**src/rtl/uart_pkg.sv**
```systemverilog
// rtl/uart_pkg.sv - shared constants, entry format and trigger decode for the UART receive path
package uart_pkg;

  localparam int DEPTH = 16;
  localparam logic [9:0] TMO_LIMIT = 10'd640;

  typedef enum logic [1:0] {
    TRIG_1  = 2'b00,
    TRIG_4  = 2'b01,
    TRIG_8  = 2'b10,
    TRIG_14 = 2'b11
  } trig_e;

  typedef struct packed {
    logic       bi;
    logic       fe;
    logic       pe;
    logic [7:0] data;
  } rx_entry_t;

  function automatic logic [4:0] trig_level(input logic [1:0] sel);
    case (trig_e'(sel))
      TRIG_1:  return 5'd1;
      TRIG_4:  return 5'd4;
      TRIG_8:  return 5'd8;
      default: return 5'd14;
    endcase
  endfunction

endpackage

```
**src/rtl/uart_rx_fifo.sv**
```systemverilog
// rtl/uart_rx_fifo.sv - 16-entry show-ahead receive buffer with selectable depth of one
module uart_rx_fifo
  import uart_pkg::*;
(
  input  logic      clk,
  input  logic      rst,
  input  logic      push,
  input  logic      pop,
  input  logic      clr,
  input  logic      one_deep,
  input  rx_entry_t din,
  output rx_entry_t dout,
  output logic      full,
  output logic      empty,
  output logic [4:0] level,
  output logic      push_ok,
  output logic      pop_ok
);

  rx_entry_t  mem [DEPTH];
  rx_entry_t  last_q;
  logic [3:0] wr_ptr;
  logic [3:0] rd_ptr;
  logic [4:0] cnt;

  assign empty   = (cnt == 5'd0);
  assign full    = (cnt == (one_deep ? 5'd1 : 5'(DEPTH)));
  // A pop frees the slot in the same cycle, so a full buffer still takes push+pop.
  assign push_ok = push && !clr && (!full || pop);
  assign pop_ok  = pop && !clr && !empty;
  assign level   = cnt;
  assign dout    = empty ? last_q : mem[rd_ptr];

  always_ff @(posedge clk) begin
    if (push_ok) mem[wr_ptr] <= din;
  end

  always_ff @(posedge clk or posedge rst) begin
    if (rst) begin
      wr_ptr <= 4'd0;
      rd_ptr <= 4'd0;
      cnt    <= 5'd0;
      last_q <= '0;
    end else begin
      if (!empty) last_q <= mem[rd_ptr];
      if (clr) begin
        wr_ptr <= 4'd0;
        rd_ptr <= 4'd0;
        cnt    <= 5'd0;
      end else begin
        wr_ptr <= wr_ptr + {3'd0, push_ok};
        rd_ptr <= rd_ptr + {3'd0, pop_ok};
        cnt    <= cnt + {4'd0, push_ok} - {4'd0, pop_ok};
      end
    end
  end

endmodule

```
**src/rtl/uart_rx_ctrl.sv**
```systemverilog
// rtl/uart_rx_ctrl.sv - UART receive control: baud strobe, receive buffer, line status and interrupts
module uart_rx_ctrl
  import uart_pkg::*;
(
  input  logic        clk,
  input  logic        rst,
  input  logic [15:0] div,
  output logic        baud_pulse,
  input  logic        push,
  input  logic [7:0]  din,
  input  logic        pe_in,
  input  logic        fe_in,
  input  logic        bi_in,
  input  logic        pop,
  input  logic        lsr_rd,
  input  logic        fifo_en,
  input  logic        fifo_clr,
  input  logic [1:0]  trig,
  output logic [7:0]  dout,
  output logic        dr,
  output logic        pe,
  output logic        fe,
  output logic        bi,
  output logic        oe,
  output logic        fifo_err,
  output logic        rx_irq,
  output logic        tmo_irq,
  output logic [4:0]  level
);

  logic [15:0] baud_cnt;
  logic        fifo_en_q;
  logic        clr_eff;
  rx_entry_t   wr_entry;
  rx_entry_t   head;
  logic        full;
  logic        empty;
  logic        push_ok;
  logic        pop_ok;
  logic        overrun;
  logic [4:0]  err_cnt;
  logic [9:0]  tmo_cnt;
  logic [9:0]  tmo_next;

  // Counter starts at zero so the first cycle out of reset loads div.
  always_ff @(posedge clk or posedge rst) begin
    if (rst) begin
      baud_cnt   <= 16'd0;
      baud_pulse <= 1'b0;
    end else if (baud_cnt <= 16'd1) begin
      baud_cnt   <= div;
      baud_pulse <= (div != 16'd0);
    end else begin
      baud_cnt   <= baud_cnt - 16'd1;
      baud_pulse <= 1'b0;
    end
  end

  always_ff @(posedge clk or posedge rst) begin
    if (rst) fifo_en_q <= 1'b0;
    else     fifo_en_q <= fifo_en;
  end

  assign clr_eff  = fifo_clr || (fifo_en != fifo_en_q);
  assign wr_entry = '{bi: bi_in, fe: fe_in, pe: pe_in, data: din};

  uart_rx_fifo u_fifo (
    .clk      (clk),
    .rst      (rst),
    .push     (push),
    .pop      (pop),
    .clr      (clr_eff),
    .one_deep (!fifo_en),
    .din      (wr_entry),
    .dout     (head),
    .full     (full),
    .empty    (empty),
    .level    (level),
    .push_ok  (push_ok),
    .pop_ok   (pop_ok)
  );

  assign dout     = head.data;
  assign pe       = head.pe;
  assign fe       = head.fe;
  assign bi       = head.bi;
  assign dr       = !empty;
  assign overrun  = push && full && !pop && !clr_eff;
  assign fifo_err = (err_cnt != 5'd0);
  assign rx_irq   = fifo_en ? (level >= trig_level(trig)) : dr;

  always_ff @(posedge clk or posedge rst) begin
    if (rst)          oe <= 1'b0;
    else if (overrun) oe <= 1'b1;
    else if (lsr_rd)  oe <= 1'b0;
  end

  always_ff @(posedge clk or posedge rst) begin
    if (rst)          err_cnt <= 5'd0;
    else if (clr_eff) err_cnt <= 5'd0;
    else err_cnt <= err_cnt
                  + {4'd0, push_ok && (pe_in || fe_in || bi_in)}
                  - {4'd0, pop_ok && (head.pe || head.fe || head.bi)};
  end

  always_comb begin
    tmo_next = tmo_cnt;
    if (clr_eff || push || pop || empty) tmo_next = 10'd0;
    else if (baud_pulse && tmo_cnt != TMO_LIMIT) tmo_next = tmo_cnt + 10'd1;
  end

  always_ff @(posedge clk or posedge rst) begin
    if (rst) begin
      tmo_cnt <= 10'd0;
      tmo_irq <= 1'b0;
    end else begin
      tmo_cnt <= tmo_next;
      tmo_irq <= (tmo_next == TMO_LIMIT);
    end
  end

endmodule

```
**config.mk**
```make
export PLATFORM = sky130hd
export DESIGN_NAME = uart_rx_ctrl
export DESIGN_NICKNAME = d
export VERILOG_FILES = /design/src/rtl/uart_pkg.sv /design/src/rtl/uart_rx_fifo.sv /design/src/rtl/uart_rx_ctrl.sv
export SDC_FILE = /design/constraint.sdc
export NUM_CORES = 1
export LEC_CHECK = 0
export BUFFER_PORTS_ARGS = -buffer_cell sky130_fd_sc_hd__clkbuf_2
export CAP_MARGIN = 25
export CELL_PAD_IN_SITES_DETAIL_PLACEMENT = 1
export CELL_PAD_IN_SITES_GLOBAL_PLACEMENT = 1
export CORE_UTILIZATION = 40
export DETAILED_ROUTE_END_ITERATION = 10
export HOLD_SLACK_MARGIN = 0.06
export PLACE_DENSITY = 0.7
export SYNTH_ARGS = -nofsm -noshare
export SYNTH_HDL_FRONTEND = slang
export SYNTH_SLANG_ARGS = --single-unit
```
**constraint.sdc**
```tcl
create_clock -name clk -period 3.2 [get_ports clk]
set_input_delay 0.32 -clock clk [delete_from_list [all_inputs] [get_ports clk]]
set_output_delay 0.32 -clock clk [all_outputs]
set_load 0.05 [all_outputs]
```
==> flow_metrics.py <==
metrics = {
    "sta": {
        "fin_ws_ns": -0.0263,
        "period_minus_slack_ns": 3.23,
        "worstMarginPinSlew_ns": 0.772,
        "finalSetupViolations": 1,
        "finalMaxSlewViolations": 0,
        "fmax_ghz": 0.310,
        "slew_headroom_pct": 48.4,
        "setup_tns_ns": -0.0263,
        "timing.final.hold_violations": 0,
        "finClkSkew_ns": 0.0125,
        "rsz0062_at_grt": "yes",
        "finalCritPeriodShare_pct": 101,
    },
    "setup_path": {
        "worstSetupPathType": "reg2reg",
        "endpoint_kind": "flip-flop",
        "arrival_ns": 3.67,
        "path_max_fanout": 5,
        "required_ns": 3.64,
        "cp-start-kind": "flip-flop",
    },
    "global_route": {
        "grt_usage_pct": 18.5,
        "antenna_found_initial": 0,
        "first_global_vias": 6396,
        "grt_pass1_wl_mm": 36.3,
        "grt_overflow": 0,
        "grt_max_degree": 36,
    },
    "cts": {
        "ctsLongestPathBuffers": 3,
        "cts_buffers": 26,
        "htree_levels": 1,
        "ctsRootBufferMaster": "clkbuf_16",
        "clk_latency_ns": 0.53,
        "clock_sinks": 235,
        "cts_tree": "yes",
        "cts.clk_slew.worst_paths_ns": 0.06,
    },
    "pwr": {
        "pwr_density_cell_mw_per_mm2": 576,
        "total_leakage_power_nw": 4.37,
        "switching_share_pct": 25.2,
        "comb_power_share_pct": 12.1,
        "p_sw_mw": 1.75,
        "vdd_drop_max_mv": 0.311,
        "power_frac_clock_pct": 39.2,
        "p_int_mw": 5.20,
        "sequentialPowerShare_pct": 48.8,
    },
    "synth": {
        "yosysTopAreaCellShare_pct": 52.9,
        "synth.ff_latch_count": 235,
        "synth-async-reset-ratio_pct": 25.1,
        "yosysTopAreaCell": "edfxtp_1",
        "synthCells": 627,
        "synth.area.top_cells": "edfxtp_1 53%, dfrtp_1 15%, mux4_2 12%, ha_1 3.0%, nor2_1 2.0%",
        "synth.avg_cell_area_um2": 15.9,
        "ys.flop_type": "edfxtp_1",
        "syn_area_mm2": 0.0100,
        "synth.most_common_cell": "edfxtp_1",
        "synth_warnings": 0,
        "synth_edf_count": 176,
        "synthDistinctLibCells": 55,
        "ys_top_cells_by_count": "176 x edfxtp_1, 59 x dfrtp_1, 54 x nor2_1",
        "syn-num-nets": 689,
        "ys_seq_area_share_pct": 67.6,
    },
    "cells_and_area": {
        "areaGrowthSynthToFinish_pct": 20.7,
        "final.fill_count": 2374,
        "nets": 818,
        "drive_gt1_share_pct": 28.7,
        "diodes": 0,
        "fin_area_mm2": 0.0121,
    },
    "place": {
        "place.gp.congestion": 0.791,
        "dp_hpwl_mm": 15.2,
        "port_buffers": 57,
        "postPlaceCellArea_mm2": 0.0110,
        "place_ws_ns": -0.128,
    },
    "floorplanning": {
        "die-area_mm2": 0.0256,
        "die_h_um": 160,
        "io_pins": 58,
        "core-area_mm2": 0.0244,
        "fp.dieW_um": 160,
        "num_rows": 57,
        "initial_utilization_pct": 41.0,
    },
    "routing": {
        "postRouteAntennaNets": 0,
        "drtIter0Drc": 355,
        "vias": 5796,
        "first_pass_iters": 4,
        "routed_via_density": 5.28,
        "drc": 0,
        "wirelength_mm": 23.4,
        "post_drt_wl_per_cell_um": 21.4,
    },
    "outcome": {
        "violations": "negative setup slack",
        "status": "finished, violations left",
    },
    "flow_run": {
        "cap_violations": 0,
    },
    "hold_path": {
        "hp-class": "in2reg",
    },
}
flip-flops by register name, indices dropped and copies added (netlist names):
signal	count
baud_cnt	16
baud_pulse	1
err_cnt	5
fifo_en_q	1
oe	1
tmo_cnt	10
tmo_irq	1
u_fifo.last_q	11
u_fifo.level	5
u_fifo.mem	176
u_fifo.rd_ptr	4
u_fifo.wr_ptr	4
layout make-up:
cell class | count | area, um^2 | area share (%)
sequential | 235 | 6770 | 56.1
inverter | 28 | 105 | 0.871
clock buffer | 36 | 698 | 5.79
tap | 324 | 405 | 3.36
clock inverter | 9 | 76.3 | 0.632
multi-input combinational | 339 | 3090 | 25.6
timing repair buffer | 126 | 927 | 7.68
power groups by stage:
stage / combinational [mW] / clock, mW / sequential [mW]
after floorplan: 0.486 / 0 / 3.45
after global placement: 0.802 / 0 / 3.45
after detailed placement: 0.819 / 0 / 3.45
after CTS: 0.839 / 2.78 / 3.39
after global routing: 0.892 / 2.89 / 3.39
final: 0.838 / 2.72 / 3.39
repair_timing:
action,4_1_cts,5_1_grt
pin swaps,9,8
hold buffers,16,0
hold endpoints to repair,38,0
endpoints found under the setup margin,9,10
gates cloned,0,1
gates resized for setup,7,9
setup buffers,3,7
worst max-delay path, cell delays in order, from the launching register on:
cell and delay (ns):
dfrtp_2 0.42, buf_6 0.13, mux4_2 0.48, mux2i_1 0.15, and2_1 0.14, o31a_1 0.16
a31oi_1 0.10, ha_1 0.30, inv_2 0.05, ha_4 0.15, fa_2 0.34, a21oi_2 0.15
nor2_1 0.07, or3_1 0.35, a21oi_1 0.15
logic make-up (layout without fill, tap and decap cells):
kind of cell	Yosys count	after routing	synth area share, %
simple gates	173	173	8.42
buf+inv	53	199	2.15
xor+xnor	30	30	2.63
flops	235	235	67.6
fa+ha+maj	26	26	3.40
mux	60	60	12.5
compound gates	50	50	3.22
final timing paths:
path / startpoint / endpoint / slack [ns] / depth (start not counted)
worst max-delay path: u_fifo.rd_ptr[0] / err_cnt[4] / -0.03 / 14
worst min-delay path: div[14] / baud_cnt[14] / 0.13 / 3
worst max register to register: u_fifo.rd_ptr[0] / err_cnt[4] / -0.03 / 14
worst min register to register: u_fifo.last_q[7] / u_fifo.last_q[7] / 0.47 / 2
max in group asynchronous: rst / u_fifo.level[3] / 1.90 / 4
min in group asynchronous: rst / baud_cnt[8] / 0.37 / 3
placed cells by master (no fill, tap or decap), types with 9 or more instances in the layout:
cell           instances
buf_4                 47
edfxtp_1             176
mux4_2                52
dlygate4sd3_1         16
o21ai_0               16
a21oi_1               11
nand3_1                9
xnor2_1               22
clkbuf_16             27
and2_1                10
ha_1                  23
clkbuf_2              53
dfrtp_1               55
inv_1                 25
nor2_1                54
nand2_1               49
clkbuf_1               9
stage by stage:
| step | total power, mW | util [%] | instances | hold slack, ns |
|---|---|---|---|---|
| after global routing | 7.18 | 49.5 | 1097 | 0.151 |
| after floorplan | 3.94 | - | 627 | 0.351 |
| after global placement | 4.25 | 45.0 | 1025 | 0.359 |
| after CTS | 7.01 | 49.0 | 1089 | 0.108 |
| after detailed placement | 4.27 | 45.0 | 1025 | 0.381 |
| final | 6.95 | 49.5 | 1097 | 0.133 |
routing by layer:
layer,share of wire (%),global-route usage (%)
met5,0,0
met4,1.9,4.63
met3,4.3,3.04
met2,53,33.1
met1,41,23.1
Note: power is estimated with default switching activity, not from simulation.
